File: src/rtl/idex_latch.sv
// ----------------------------------------------------------------------------
// idex_latch
//
// ID/EX pipeline register of the five-stage core. Captures the decoded
// operands and control of the instruction in ID and presents them to EX as
// the *_o2 stage signals. Also:
//   - detects load-use hazards against the instruction currently in EX and
//     inserts exactly one bubble while asking the front end to hold
//     (stall_id),
//   - squashes the ID instruction on a taken branch/jump (flush),
//   - keeps a saturating count of load-use bubbles for the perf counters.
//
// Ports
//   CLK, nRST               clock, asynchronous active-low reset
//   en                      pipeline advance; state only updates when high
//   flush                   squash the ID instruction (load a bubble)
//   id_rdat1/id_rdat2       register file read data
//   id_ext, id_npc          extended immediate, PC+4
//   id_rsel1/2, id_wsel     source / destination register numbers
//   id_wen, id_memread,
//   id_memwrite, id_halt    control bits
//   id_ALUSrc, id_aluop     B-operand select, ALU operation
//   *_o2                    registered copies of the above (EX stage)
//   stall_id                combinational: hold PC and IF/ID this cycle
//   bubble_cnt              saturating load-use bubble count
// ----------------------------------------------------------------------------
module idex_latch #(
    parameter int unsigned CNT_W = 16
) (
    input  logic             CLK,
    input  logic             nRST,
    input  logic             en,
    input  logic             flush,
    input  logic [31:0]      id_rdat1,
    input  logic [31:0]      id_rdat2,
    input  logic [31:0]      id_ext,
    input  logic [31:0]      id_npc,
    input  logic [4:0]       id_rsel1,
    input  logic [4:0]       id_rsel2,
    input  logic [4:0]       id_wsel,
    input  logic             id_wen,
    input  logic             id_memread,
    input  logic             id_memwrite,
    input  logic             id_halt,
    input  logic [1:0]       id_ALUSrc,
    input  logic [3:0]       id_aluop,
    output logic [31:0]      rdat1_o2,
    output logic [31:0]      rdat2_o2,
    output logic [31:0]      ext_o2,
    output logic [31:0]      npc_o2,
    output logic [4:0]       rsel1_o2,
    output logic [4:0]       rsel2_o2,
    output logic [4:0]       wsel_o2,
    output logic             wen_o2,
    output logic             memread_o2,
    output logic             memwrite_o2,
    output logic             halt_o2,
    output logic [1:0]       ALUSrc_o2,
    output logic [3:0]       aluop_o2,
    output logic             stall_id,
    output logic [CNT_W-1:0] bubble_cnt
);

    // B-operand select and ALU op encodings used by the bubble value.
    localparam logic [1:0] RDAT2_DIAOSI = 2'd0;
    localparam logic [1:0] EXT_DIAOSI   = 2'd1;
    localparam logic [3:0] ALU_SLL      = 4'd0;

    // ------------------------------------------------------------------------
    // Stage registers
    // ------------------------------------------------------------------------
    logic [31:0]      r_rdat1, r_rdat2, r_ext, r_npc;
    logic [4:0]       r_rsel1, r_rsel2, r_wsel;
    logic             r_wen, r_memread, r_memwrite, r_halt;
    logic [1:0]       r_alusrc;
    logic [3:0]       r_aluop;
    logic [CNT_W-1:0] r_bubble_cnt;

    // ------------------------------------------------------------------------
    // Load-use hazard detection
    // ------------------------------------------------------------------------
    logic w_load_in_ex;
    logic w_dep_rs;
    logic w_dep_rt_alu;
    logic w_dep_rt_store;
    logic w_hz;

    // A bubble has memread = 0 and wen = 0, so it can never raise a hazard;
    // that is what limits a load-use stall to a single en cycle.
    assign w_load_in_ex   = r_memread & r_wen & (r_wsel != 5'd0);
    assign w_dep_rs       = (r_wsel == id_rsel1);
    // rt is only a true source when it feeds the ALU B operand or is store data.
    assign w_dep_rt_alu   = (r_wsel == id_rsel2) & (id_ALUSrc == RDAT2_DIAOSI);
    assign w_dep_rt_store = (r_wsel == id_rsel2) & id_memwrite;
    assign w_hz           = w_load_in_ex & (w_dep_rs | w_dep_rt_alu | w_dep_rt_store);

    // Flush wins: the dependent instruction is being squashed anyway.
    assign stall_id = w_hz & ~flush;

    // ------------------------------------------------------------------------
    // Next-state selection
    // ------------------------------------------------------------------------
    logic w_load_bubble;
    logic w_capture;
    logic w_cnt_inc;
    logic w_cnt_sat;

    assign w_cnt_sat = &r_bubble_cnt;

    always_comb begin
        w_load_bubble = 1'b0;
        w_capture     = 1'b0;
        w_cnt_inc     = 1'b0;
        if (en) begin
            if (flush) begin
                w_load_bubble = 1'b1;
            end else if (w_hz) begin
                w_load_bubble = 1'b1;
                w_cnt_inc     = ~w_cnt_sat;
            end else begin
                w_capture = 1'b1;
            end
        end
    end

    // ------------------------------------------------------------------------
    // Register update
    // ------------------------------------------------------------------------
    always_ff @(posedge CLK or negedge nRST) begin
        if (!nRST) begin
            r_rdat1     <= 32'd0;
            r_rdat2     <= 32'd0;
            r_ext       <= 32'd0;
            r_npc       <= 32'd0;
            r_rsel1     <= 5'd0;
            r_rsel2     <= 5'd0;
            r_wsel      <= 5'd0;
            r_wen       <= 1'b0;
            r_memread   <= 1'b0;
            r_memwrite  <= 1'b0;
            r_halt      <= 1'b0;
            r_alusrc    <= RDAT2_DIAOSI;
            r_aluop     <= ALU_SLL;
        end else if (w_load_bubble) begin
            r_rdat1     <= 32'd0;
            r_rdat2     <= 32'd0;
            r_ext       <= 32'd0;
            r_npc       <= 32'd0;
            r_rsel1     <= 5'd0;
            r_rsel2     <= 5'd0;
            r_wsel      <= 5'd0;
            r_wen       <= 1'b0;
            r_memread   <= 1'b0;
            r_memwrite  <= 1'b0;
            r_halt      <= 1'b0;
            r_alusrc    <= RDAT2_DIAOSI;
            r_aluop     <= ALU_SLL;
        end else if (w_capture) begin
            r_rdat1     <= id_rdat1;
            r_rdat2     <= id_rdat2;
            r_ext       <= id_ext;
            r_npc       <= id_npc;
            r_rsel1     <= id_rsel1;
            r_rsel2     <= id_rsel2;
            r_wsel      <= id_wsel;
            r_wen       <= id_wen;
            r_memread   <= id_memread;
            r_memwrite  <= id_memwrite;
            r_halt      <= id_halt;
            r_alusrc    <= id_ALUSrc;
            r_aluop     <= id_aluop;
        end
    end

    always_ff @(posedge CLK or negedge nRST) begin
        if (!nRST) begin
            r_bubble_cnt <= '0;
        end else if (w_cnt_inc) begin
            r_bubble_cnt <= r_bubble_cnt + CNT_W'(1);
        end
    end

    // EXT_DIAOSI is part of the select encoding but only decoded in EX.
    logic w_unused;
    assign w_unused = (EXT_DIAOSI == 2'd1);

    // ------------------------------------------------------------------------
    // Outputs
    // ------------------------------------------------------------------------
    assign rdat1_o2    = r_rdat1;
    assign rdat2_o2    = r_rdat2;
    assign ext_o2      = r_ext;
    assign npc_o2      = r_npc;
    assign rsel1_o2    = r_rsel1;
    assign rsel2_o2    = r_rsel2;
    assign wsel_o2     = r_wsel;
    assign wen_o2      = r_wen;
    assign memread_o2  = r_memread;
    assign memwrite_o2 = r_memwrite;
    assign halt_o2     = r_halt;
    assign ALUSrc_o2   = r_alusrc;
    assign aluop_o2    = r_aluop;
    assign bubble_cnt  = r_bubble_cnt;

endmodule

File: config.mk
export PLATFORM = sky130hd
export DESIGN_NAME = idex_latch
export DESIGN_NICKNAME = d
export VERILOG_FILES = /design/src/rtl/idex_latch.sv
export SDC_FILE = /design/constraint.sdc
export NUM_CORES = 1
export LEC_CHECK = 0
export BUFFER_PORTS_ARGS = -buffer_cell sky130_fd_sc_hd__buf_2
export CORE_AREA = 8 8 127 129
export DETAILED_ROUTE_END_ITERATION = 12
export DIE_AREA = 0 0 135 137
export GPL_TIMING_DRIVEN = 1
export PLACE_DENSITY_LB_ADDON = 0.25
export SETUP_SLACK_MARGIN = 0.2
export SLEW_MARGIN = 10
export SYNTH_ARGS = -nofsm -noshare
export SYNTH_HDL_FRONTEND = slang
export SYNTH_SLANG_ARGS = --single-unit
File: constraint.sdc
create_clock -name CLK -period 5.25 [get_ports CLK]
set_input_delay 0.525 -clock CLK [delete_from_list [all_inputs] [get_ports CLK]]
set_output_delay 0.525 -clock CLK [all_outputs]
set_load 0.05 [all_outputs]
Word level (Yosys, flattened, before mapping)
Cells that the tools add are included.
Word-level totals
  register bits: 169
  bits of input ports: 157
  output and inout port bits: 170
  logic and storage cells: 66
Cells by class
  bitwise operators: 10
  $add $sub $neg: 1
  equality and inequality tests: 2
  reductions and logical operators: 4
  multiplexer cells: 35
Operators with widths (number)
  $mux W32: 8
  $mux W5: 6
  $mux W1: 17
  $add A16 B1 Y16 const B: 1
  $reduce_and A16 Y1: 1
  $eq A5 B5 Y1: 2
  $mux W4: 2
  $and A1 B1 Y1: 6
  $reduce_bool A5 Y1: 1
  $mux W2: 2
  $logic_not A2 Y1: 1
  $not A1 Y1: 2
  $or A1 B1 Y1: 2
  $reduce_bool A2 Y1: 1

Depth between registers and ports, before layout
Gate-level depths: netlist of the first run.
  word-level depth: 10
  gate-level depth with buffers: 7
  gate-level depth less buffers: 6

Worst setup path before layout of the first run
No wires, ideal clock.
  path kind: reg-to-output
  start: register r_wsel[0], in the netlist wsel_o2[0]
  end: output stall_id
  cell stages (with the launch flop): 7
  setup slack: 2446 ps
  arrival: 2279 ps
  cell sequence: dfrtp_1 -> xnor2_1 -> nand4_1 -> o22ai_2 -> clkbuf_1 -> nand2_1 -> nor2_1
On the way
  cells in the longest elaborated chain, start to end: 6
  elaborated cells between the ends (all ways): 10
  classes of those cells: eq/ne (2); bitwise (7); reduce/logical (1)
RTL lines
  start: declaration: RTL line 73  | logic [4:0] r_rsel1, r_rsel2, r_wsel;
  start signal: assignment: RTL line 165  | r_wsel <= id_wsel;
  $eq A5 B5 Y1: RTL line 93, 94
  $and A1 B1 Y1: RTL line 93  | assign w_dep_rt_alu = (r_wsel == id_rsel2) & (id_ALUSrc == RDAT2_DIAOSI);
  $or A1 B1 Y1 (2 in a row): RTL line 95  | assign w_hz = w_load_in_ex & (w_dep_rs | w_dep_rt_alu | w_dep_rt_store);
  $and A1 B1 Y1 (*): RTL line 95
  $and A1 B1 Y1 (*): RTL line 98  | assign stall_id = w_hz & ~flush;
  end: declaration: RTL line 60  | output logic stall_id,
Every way passes the cells marked *; elsewhere a longest branch is shown, timed or not.

Final worst setup path of the first run
  start: register r_wsel[1], in the netlist wsel_o2[1]
  end: output stall_id
Same word-level chain as after synthesis.

==> results.json, run 1 <==
{
  "fin_worst_skew_ns": 0.00835,
  "final_common_cell": "buf_2",
  "slew_headroom": 0.410,
  "post_cts_resized": 0,
  "drc": 0,
  "hp-class": "input port to async pin",
  "start_util": 0.446,
  "wl_um": 19800,
  "end_kind": "primary output",
  "postCtsHoldBufs": 0,
  "dieHeight_um": 137,
  "antenna_left": 0,
  "ys_dominant_reg_cell": "dfrtp_1",
  "critPathKind": "flip-flop to primary output",
  "setup-violations-final": 0,
  "finish.net_count": 910,
  "cts_setup_buffers": 0,
  "hold_viol_final": 0,
  "num_io_pins": 327,
  "ys_warn_count": 0,
  "layout_min_cycle_time_ns": 2.87,
  "rsz0062_at_grt": "no",
  "syn2layout_area_growth_pct": 37.3,
  "tightestPinTransition_ns": 0.884,
  "n_antenna_cell": 0,
  "row_count": 44,
  "htreeDepth": 4,
  "grt.total_usage": 0.209,
  "synthArstFlopShare": 1.00,
  "port_buffers": 326,
  "core_area_um2": 14200,
  "grt_overflow": 0,
  "cts_tree": "yes",
  "vias": 5147,
  "outcome": "complete, no violations",
  "drv_slew": 0,
  "setup_ws_ns": 2.38,
  "seq_area_um2": 4230,
  "power_uw": 3470,
  "final_cell_count_no_fill": 949,
  "grt_max_degree": 87,
  "clk_pin_slew_worst_paths_ns": 0.06,
  "pwr_density_cell_nw_per_um2": 399,
  "setup_tns_ns": 0,
  "syn_area_um2": 6330,
  "cts_buffer_depth": 2,
  "start_kind": "flip-flop",
  "clock.fmax_mhz": 349,
  "first_iter_violations": 308,
  "gp_congestion": 0.802,
  "grt_pass1_vias": 5434,
  "syn_avg_cell_area_um2": 14.5,
  "root_buffer": "clkbuf_16",
  "yosysSeqAreaShare": 0.668,
  "drt-wirelength-per-cell_um": 20.8,
  "synth.distinct_cells": 28,
  "leakagePower_uw": 0.00474,
  "clk-insertion-delay-late_ns": 0.42,
  "drt_pass1_iterations": 4,
  "drv_cap": 0,
  "dp_cells": 917,
  "grt_pass1_wl_um": 30000,
  "cts_sinks": 169,
  "utilization": 0.612,
  "die_area_um2": 18500,
  "hpwl_um": 14600,
  "dp_slack_ns": 2.65,
  "vias_per_cell": 5.42,
  "ys_seq_elements": 169,
  "synth_nets": 594,
  "ir_drop_v": 0.000209,
  "synth_cells": 436,
  "multi_input_area_um2": 1910,
  "most-common-layout-cells": "buf_2 (325), dfrtp_1 (169), a22o_1 (153)",
  "antenna_found_initial": 1,
  "crit_fanout": 17,
  "drive_gt1_frac": 0.481,
  "synth_edf_count": 0,
  "rrSetupSlack_ns": 2.67,
  "arrival_ns": 2.34,
  "fillers": 1166,
  "post-route-period-util": 0.547,
  "worst_ep_required_time_ns": 4.72,
  "die_x_um": 135,
  "cts_buffers": 17
}
[power breakdown]
part	total [uW]	internal, uW	switching (uW)
logic	680	184	495
clock network	1340	836	499
registers	1450	1390	59.3
total	3470	2410	1050
[path summary, 6_finish.rpt]
| kind | startpoint | endpoint | cells after the start |
|---|---|---|---|
| max | wsel_o2[1] | stall_id | 6 |
| min | nRST | rdat1_o2[18] | 1 |
| max reg2reg | wsel_o2[1] | rdat1_o2[16] | 5 |
| min reg2reg | bubble_cnt[7] | bubble_cnt[7] | 1 |
| max in group asynchronous | nRST | rdat2_o2[21] | 2 |
| min in group CLK | id_npc[10] | npc_o2[10] | 2 |
[synthesized netlist by cell type (2+ instances only)]
| master | number | share of area |
|---|---|---|
| buf_6 | 8 | 0.014 |
| nand2_1 | 10 | 0.0059 |
| xnor2_1 | 25 | 0.035 |
| buf_2 | 8 | 0.0063 |
| clkbuf_1 | 18 | 0.011 |
| dfrtp_1 | 169 | 0.67 |
| and4_1 | 5 | 0.0069 |
| nand4_1 | 7 | 0.0069 |
| and3_1 | 4 | 0.0040 |
| nand3_1 | 8 | 0.0063 |
| a22o_1 | 153 | 0.21 |
| and2_1 | 2 | 0.0020 |
| nor2_1 | 4 | 0.0024 |
[sequential cells by signal, summed over array words and instances, names as in the netlist]
name	cells
rsel1_o2	5
rdat1_o2	32
ext_o2	32
ALUSrc_o2	2
bubble_cnt	16
wen_o2	1
wsel_o2	5
memwrite_o2	1
rdat2_o2	32
aluop_o2	4
memread_o2	1
npc_o2	32
rsel2_o2	5
halt_o2	1
[logic make-up after synthesis]
family / after synthesis / share of synthesized area
fa+ha+maj: 1 / 0.00198
xor+xnor: 25 / 0.0346
flops: 169 / 0.668
mux: 1 / 0.00178
compound gates: 158 / 0.219
simple gates: 47 / 0.0431
buf+inv: 35 / 0.0318
[cell type report]
type,instances,area share
clock buffer,22,0.0546
clock inverter,10,0.0192
inverter,1,0.000720
multi-input combinational,232,0.219
sequential,169,0.487
tap,184,0.0265
timing repair buffer,331,0.193
[metrics by stage]
step | instance area [um^2] | hold WS (ns)
6_report | 8690 | 0.129
5_1_grt | 8690 | 0.190
4_1_cts | 8690 | 0.151
3_5_place_dp | 8050 | 0.489
3_3_place_gp | 8050 | 0.483
2_1_floorplan | 6330 | 0.229
[worst max-delay path, cell delays in order (launching register included)]
cell	delay, ns
dfrtp_1	0.46
xnor2_1	0.18
o21ai_0	0.14
o22ai_2	0.65
nand2_1	0.12
nor2_1	0.11
buf_2	0.27
[per-layer routing]
| metal | track usage | up-vias | routed length [um] |
|---|---|---|---|
| met3 | 0.0863 | 31 | 2140 |
| li1 | - | 2297 | - |
| met1 | 0.244 | 2557 | 7650 |
| met4 | 0.0839 | 2 | 411 |
| met5 | 0 | - | 13 |
| met2 | 0.337 | 260 | 9570 |
Power figures use the tool's default switching activity.
==> run 2, diff against run 1 <==
CORE_AREA = 8 8 128 130   (was 8 8 127 129)
DIE_AREA = 0 0 136 138   (was 0 0 135 137)
clock period = 2.7 ns   (was 5.25 ns; I/O delays follow)
==> results.json, run 2 (synthesis gave the netlist of run 1 again) <==
{
  "drv_cap": 0,
  "grt_pass1_wl_um": 29900,
  "post-route-period-util": 0.885,
  "switching_power_uw": 2030,
  "end_kind": "primary output",
  "worst_ep_required_time_ns": 2.43,
  "cts_sinks": 169,
  "hold_viol_final": 0,
  "core_area_um2": 14300,
  "grt_pass1_vias": 5429,
  "wl_um": 19200,
  "pwr-share-comb": 0.203,
  "cts_buffer_depth": 2,
  "setup_tns_ns": 0,
  "intPower_uw": 4520,
  "num_io_pins": 327,
  "outcome": "complete, no violations",
  "crit_family": "simple AND/OR/NAND/NOR gates",
  "layout_min_cycle_time_ns": 2.39,
  "crit_chain": "or4_1, o211a_1, nand2_1, nor2_2, buf_2",
  "clk-insertion-delay-late_ns": 0.41,
  "antenna_left": 0,
  "hpwl_um": 14300,
  "cts_tree": "yes",
  "tightestPinTransition_ns": 0.659,
  "vias": 5046,
  "slew_headroom": 0.561,
  "fin_worst_skew_ns": 0.00703,
  "final_cell_area_um2": 8730,
  "hp-class": "input port to flip-flop",
  "grt_max_degree": 78,
  "antenna_found_initial": 3,
  "ir_drop_v": 0.000402,
  "clockPowerShare": 0.367,
  "pwr_density_cell_nw_per_um2": 751,
  "dieHeight_um": 138,
  "die_area_um2": 18800,
  "leakagePower_uw": 0.00476,
  "drc": 0,
  "post_dp_cell_area_um2": 8120,
  "die_x_um": 136,
  "most-common-layout-cells": "buf_2 (325), dfrtp_1 (169), a22o_1 (153)",
  "grt_overflow": 0,
  "port_buffers": 326,
  "syn2layout_area_growth_pct": 37.9,
  "start_kind": "flip-flop",
  "switching_share": 0.311,
  "critPathKind": "flip-flop to primary output",
  "crit_fanout": 5,
  "fillers": 1185,
  "crit_buf_inv": 1,
  "clock.fmax_mhz": 418,
  "rsz0062_at_grt": "no",
  "drive_gt1_frac": 0.484,
  "finish.net_count": 914,
  "first_iter_violations": 220,
  "slowest_delay_ns": 0.60,
  "clk_pin_slew_worst_paths_ns": 0.06,
  "vias_per_cell": 5.29,
  "root_buffer": "clkbuf_16",
  "crit_slowest_cell": "or4_1",
  "gp_congestion": 0.811,
  "final_common_cell": "buf_2",
  "p_seq_frac": 0.430,
  "drv_slew": 0,
  "row_count": 44,
  "cts_buffers": 17,
  "grt.total_usage": 0.202,
  "setup-violations-final": 0,
  "drt-wirelength-per-cell_um": 20.1,
  "start_util": 0.442,
  "arrival_ns": 2.12,
  "drt_pass1_iterations": 5,
  "htreeDepth": 4,
  "cts_setup_buffers": 0
}
## run 2: changes by cell type in the layout (fill, tap and decap cells not counted)
cell           change
diode_2            +1
dlygate4sd3_1      +1
nor2_1             -1
buf_4              -1
bufinv_16          -2
buf_12             +4
clkinv_2           +1
clkinvlp_4         +1
nor2_2             +1
## run 2: layout make-up
class	count	area [um^2]	area share
antenna	1	2.50	0.000287
clock buffer	22	474	0.0543
clock inverter	10	119	0.0136
inverter	1	6.26	0.000717
multi-input combinational	232	1910	0.219
sequential	169	4230	0.485
tap	184	230	0.0264
timing repair buffer	335	1760	0.201
## run 2: worst register-to-register path: cells and delay by family (launching register included)
| family | cells | cell delay [ns] |
|---|---|---|
| AOI/OAI and AO/OA | 3 | 0.77 |
| DFF | 1 | 0.45 |
| and+or+nand+nor | 1 | 0.60 |
| buffers and inverters | 1 | 0.31 |
## run 2: metal layers
| metal | part of all wire | up-vias | GRT usage |
|---|---|---|---|
| li1 | - | 2306 | - |
| met1 | 0.39 | 2458 | 0.237 |
| met2 | 0.48 | 241 | 0.325 |
| met3 | 0.10 | 37 | 0.0757 |
| met4 | 0.026 | 4 | 0.0810 |
| met5 | 0.0011 | - | 0 |
## run 2: power by group through the flow
stage	logic (uW)	registers [uW]	clock network [uW]
after floorplan	262	3490	0
after global placement	1330	2860	0
after detailed placement	1340	2860	0
after CTS	1350	2820	2460
after global routing	1400	2840	2580
final	1330	2820	2400
## run 2: through the flow
stage,power [uW],hold WS [ns],worst slack (ns),std cells,utilization
detailed placement,4200,0.297,0.545,920,0.567
global placement,4180,0.291,0.594,920,0.567
floorplan,3750,-0.0256,0.357,436,-
global route,6820,0.0510,0.207,954,0.610
finish,6550,0.0682,0.310,954,0.610
CTS,6620,0.0451,0.293,953,0.610
## run 2: final timing paths
check	slack, ns	from	depth (start not counted)	to
setup / recovery	0.31	wsel_o2[1]	5	stall_id
hold / removal	0.07	id_ext[28]	2	ext_o2[28]
setup reg to reg	0.50	wsel_o2[1]	5	aluop_o2[1]
hold reg to reg	0.49	bubble_cnt[7]	1	bubble_cnt[7]
max in group asynchronous	1.49	nRST	3	wsel_o2[3]
min in group asynchronous	0.41	nRST	2	bubble_cnt[6]
## run 2: timing repair
item	CTS	global route
hold buffers	1	0
hold endpoints to repair	61	0
resized for setup	0	0
==> run 3, diff against run 2 <==
SLEW_MARGIN = default   (was 10)
clock period = 2.67 ns   (was 2.7 ns; I/O delays follow)
==> results.json, run 3 (synthesis gave the netlist of run 1 again) <==
{
  "syn2layout_area_growth_pct": 38.8,
  "post-route-period-util": 0.892,
  "crit_fanout": 5,
  "crit_buf_inv": 1,
  "drv_slew": 0,
  "die_x_um": 136,
  "drc": 0,
  "grt_pass1_vias": 5448,
  "port_buffers": 326,
  "leakagePower_uw": 0.00478,
  "worst_ep_required_time_ns": 2.40,
  "wl_um": 19500,
  "fin_worst_skew_ns": 0.0136,
  "tightestPinTransition_ns": 0.560,
  "grt_max_degree": 78,
  "grt_overflow": 0,
  "die_area_um2": 18800,
  "vias": 5034,
  "crit_chain": "or4_4, o211a_1, nand2_1, nor2_2, buf_2",
  "crit_family": "simple AND/OR/NAND/NOR gates",
  "row_count": 44,
  "hold_start": "id_ext[23]",
  "vias_per_cell": 5.27,
  "n_antenna_cell": 0,
  "cts_tree": "yes",
  "start_util": 0.442,
  "slowest_delay_ns": 0.56,
  "hold_viol_final": 0,
  "cts_buffers": 17,
  "htreeDepth": 4,
  "drt-wirelength-per-cell_um": 20.4,
  "drv_cap": 0,
  "rsz0062_at_grt": "no",
  "grt.total_usage": 0.207,
  "rrSetupSlack_ns": 0.49,
  "end_kind": "primary output",
  "r2r-start": "wsel_o2[2]",
  "ir_drop_v": 0.000446,
  "layout_min_cycle_time_ns": 2.38,
  "start_kind": "flip-flop",
  "cts_buffer_depth": 2,
  "arrival_ns": 2.11,
  "dp_cells": 921,
  "clock.fmax_mhz": 420,
  "power_uw": 6750,
  "drt_pass1_iterations": 4,
  "dieHeight_um": 138,
  "final_cell_count_no_fill": 956,
  "cts_sinks": 169,
  "antenna_left": 0,
  "gp_congestion": 0.801,
  "root_buffer": "clkbuf_16",
  "clk_pin_slew_worst_paths_ns": 0.07,
  "setup_tns_ns": 0,
  "setup-violations-final": 0,
  "reg2regPathDepth": 5,
  "final_common_cell": "buf_2",
  "hp-class": "input port to flip-flop",
  "grt_pass1_wl_um": 30500,
  "hold_depth": 2,
  "drive_gt1_frac": 0.491,
  "most-common-layout-cells": "buf_2 (325), dfrtp_1 (168), a22o_1 (153)",
  "r2r_end": "aluop_o2[1]",
  "clk-insertion-delay-late_ns": 0.42,
  "first_iter_violations": 199,
  "pwr_density_cell_nw_per_um2": 768,
  "hpwl_um": 14500,
  "outcome": "complete, no violations",
  "slew_headroom": 0.627,
  "num_io_pins": 327,
  "antenna_found_initial": 1,
  "critPathKind": "flip-flop to primary output",
  "finish.net_count": 917,
  "core_area_um2": 14300,
  "hold_end": "ext_o2[23]",
  "crit_slowest_cell": "or4_4"
}
==> run 3: changes by cell type in the layout (fill, tap and decap cells not counted), sizes merged <==
| cell | before | now |
|---|---|---|
| buf | 334 | 337 |
| bufinv | 2 | 3 |
| clkbuf | 22 | 17 |
| clkinv | 5 | 4 |
| diode | 1 | 0 |
| inv | 1 | 6 |
==> run 3: report_power, final <==
| part | switching [uW] | total [uW] | internal (uW) |
|---|---|---|---|
| Sequential | 112 | 2850 | 2740 |
| Combinational | 975 | 1350 | 380 |
| Clock | 1050 | 2540 | 1490 |
==> run 3: metrics by stage <==
stage | hold WS (ns) | util | cell area, um^2 | setup slack [ns]
2_1_floorplan | -0.0286 | - | 6330 | 0.330
3_3_place_gp | 0.274 | 0.568 | 8130 | 0.563
5_1_grt | 0.0353 | 0.614 | 8780 | 0.211
4_1_cts | 0.0343 | 0.612 | 8760 | 0.246
3_5_place_dp | 0.286 | 0.568 | 8130 | 0.483
6_report | 0.0539 | 0.614 | 8780 | 0.289
==> run 3: what timing repair did <==
| item | CTS | global route |
|---|---|---|
| hold buffers | 1 | 0 |
| setup endpoints to repair | 0 | 1 |
| setup buffers | 0 | 2 |
| endpoints found under the hold margin | 58 | 0 |
| gates resized for setup | 0 | 3 |
==> run 3: worst max path at each step <==
stage | start | endpoint | depth (start not counted) | slack [ns]
floorplan | wsel_o2[0] | stall_id | 6 | 0.33
detailed placement | wsel_o2[2] | ext_o2[16] | 5 | 0.48
global route | wsel_o2[0] | stall_id | 6 | 0.21
finish | wsel_o2[2] | stall_id | 5 | 0.29
CTS | wsel_o2[2] | stall_id | 5 | 0.25
global placement | wsel_o2[2] | ext_o2[31] | 5 | 0.56
==> run 3: final cells by class <==
cell class	instances	area (um^2)
fillers	1160	5530
flip-flops and latches	169	4230
multi-input cells	232	1920
repair buffers	338	1780
clock buffers	17	425
well taps	184	230
clock inverters	15	190
inverters	1	6.26
==> run 3: per-layer routing <==
metal  wire length [um]  vias up  GRT usage
met4                353        2     0.0711
met3               1850       28     0.0808
li1                   -     2308          -
met2               9540      240      0.335
met5                  8        -          0
met1               7720     2456      0.243
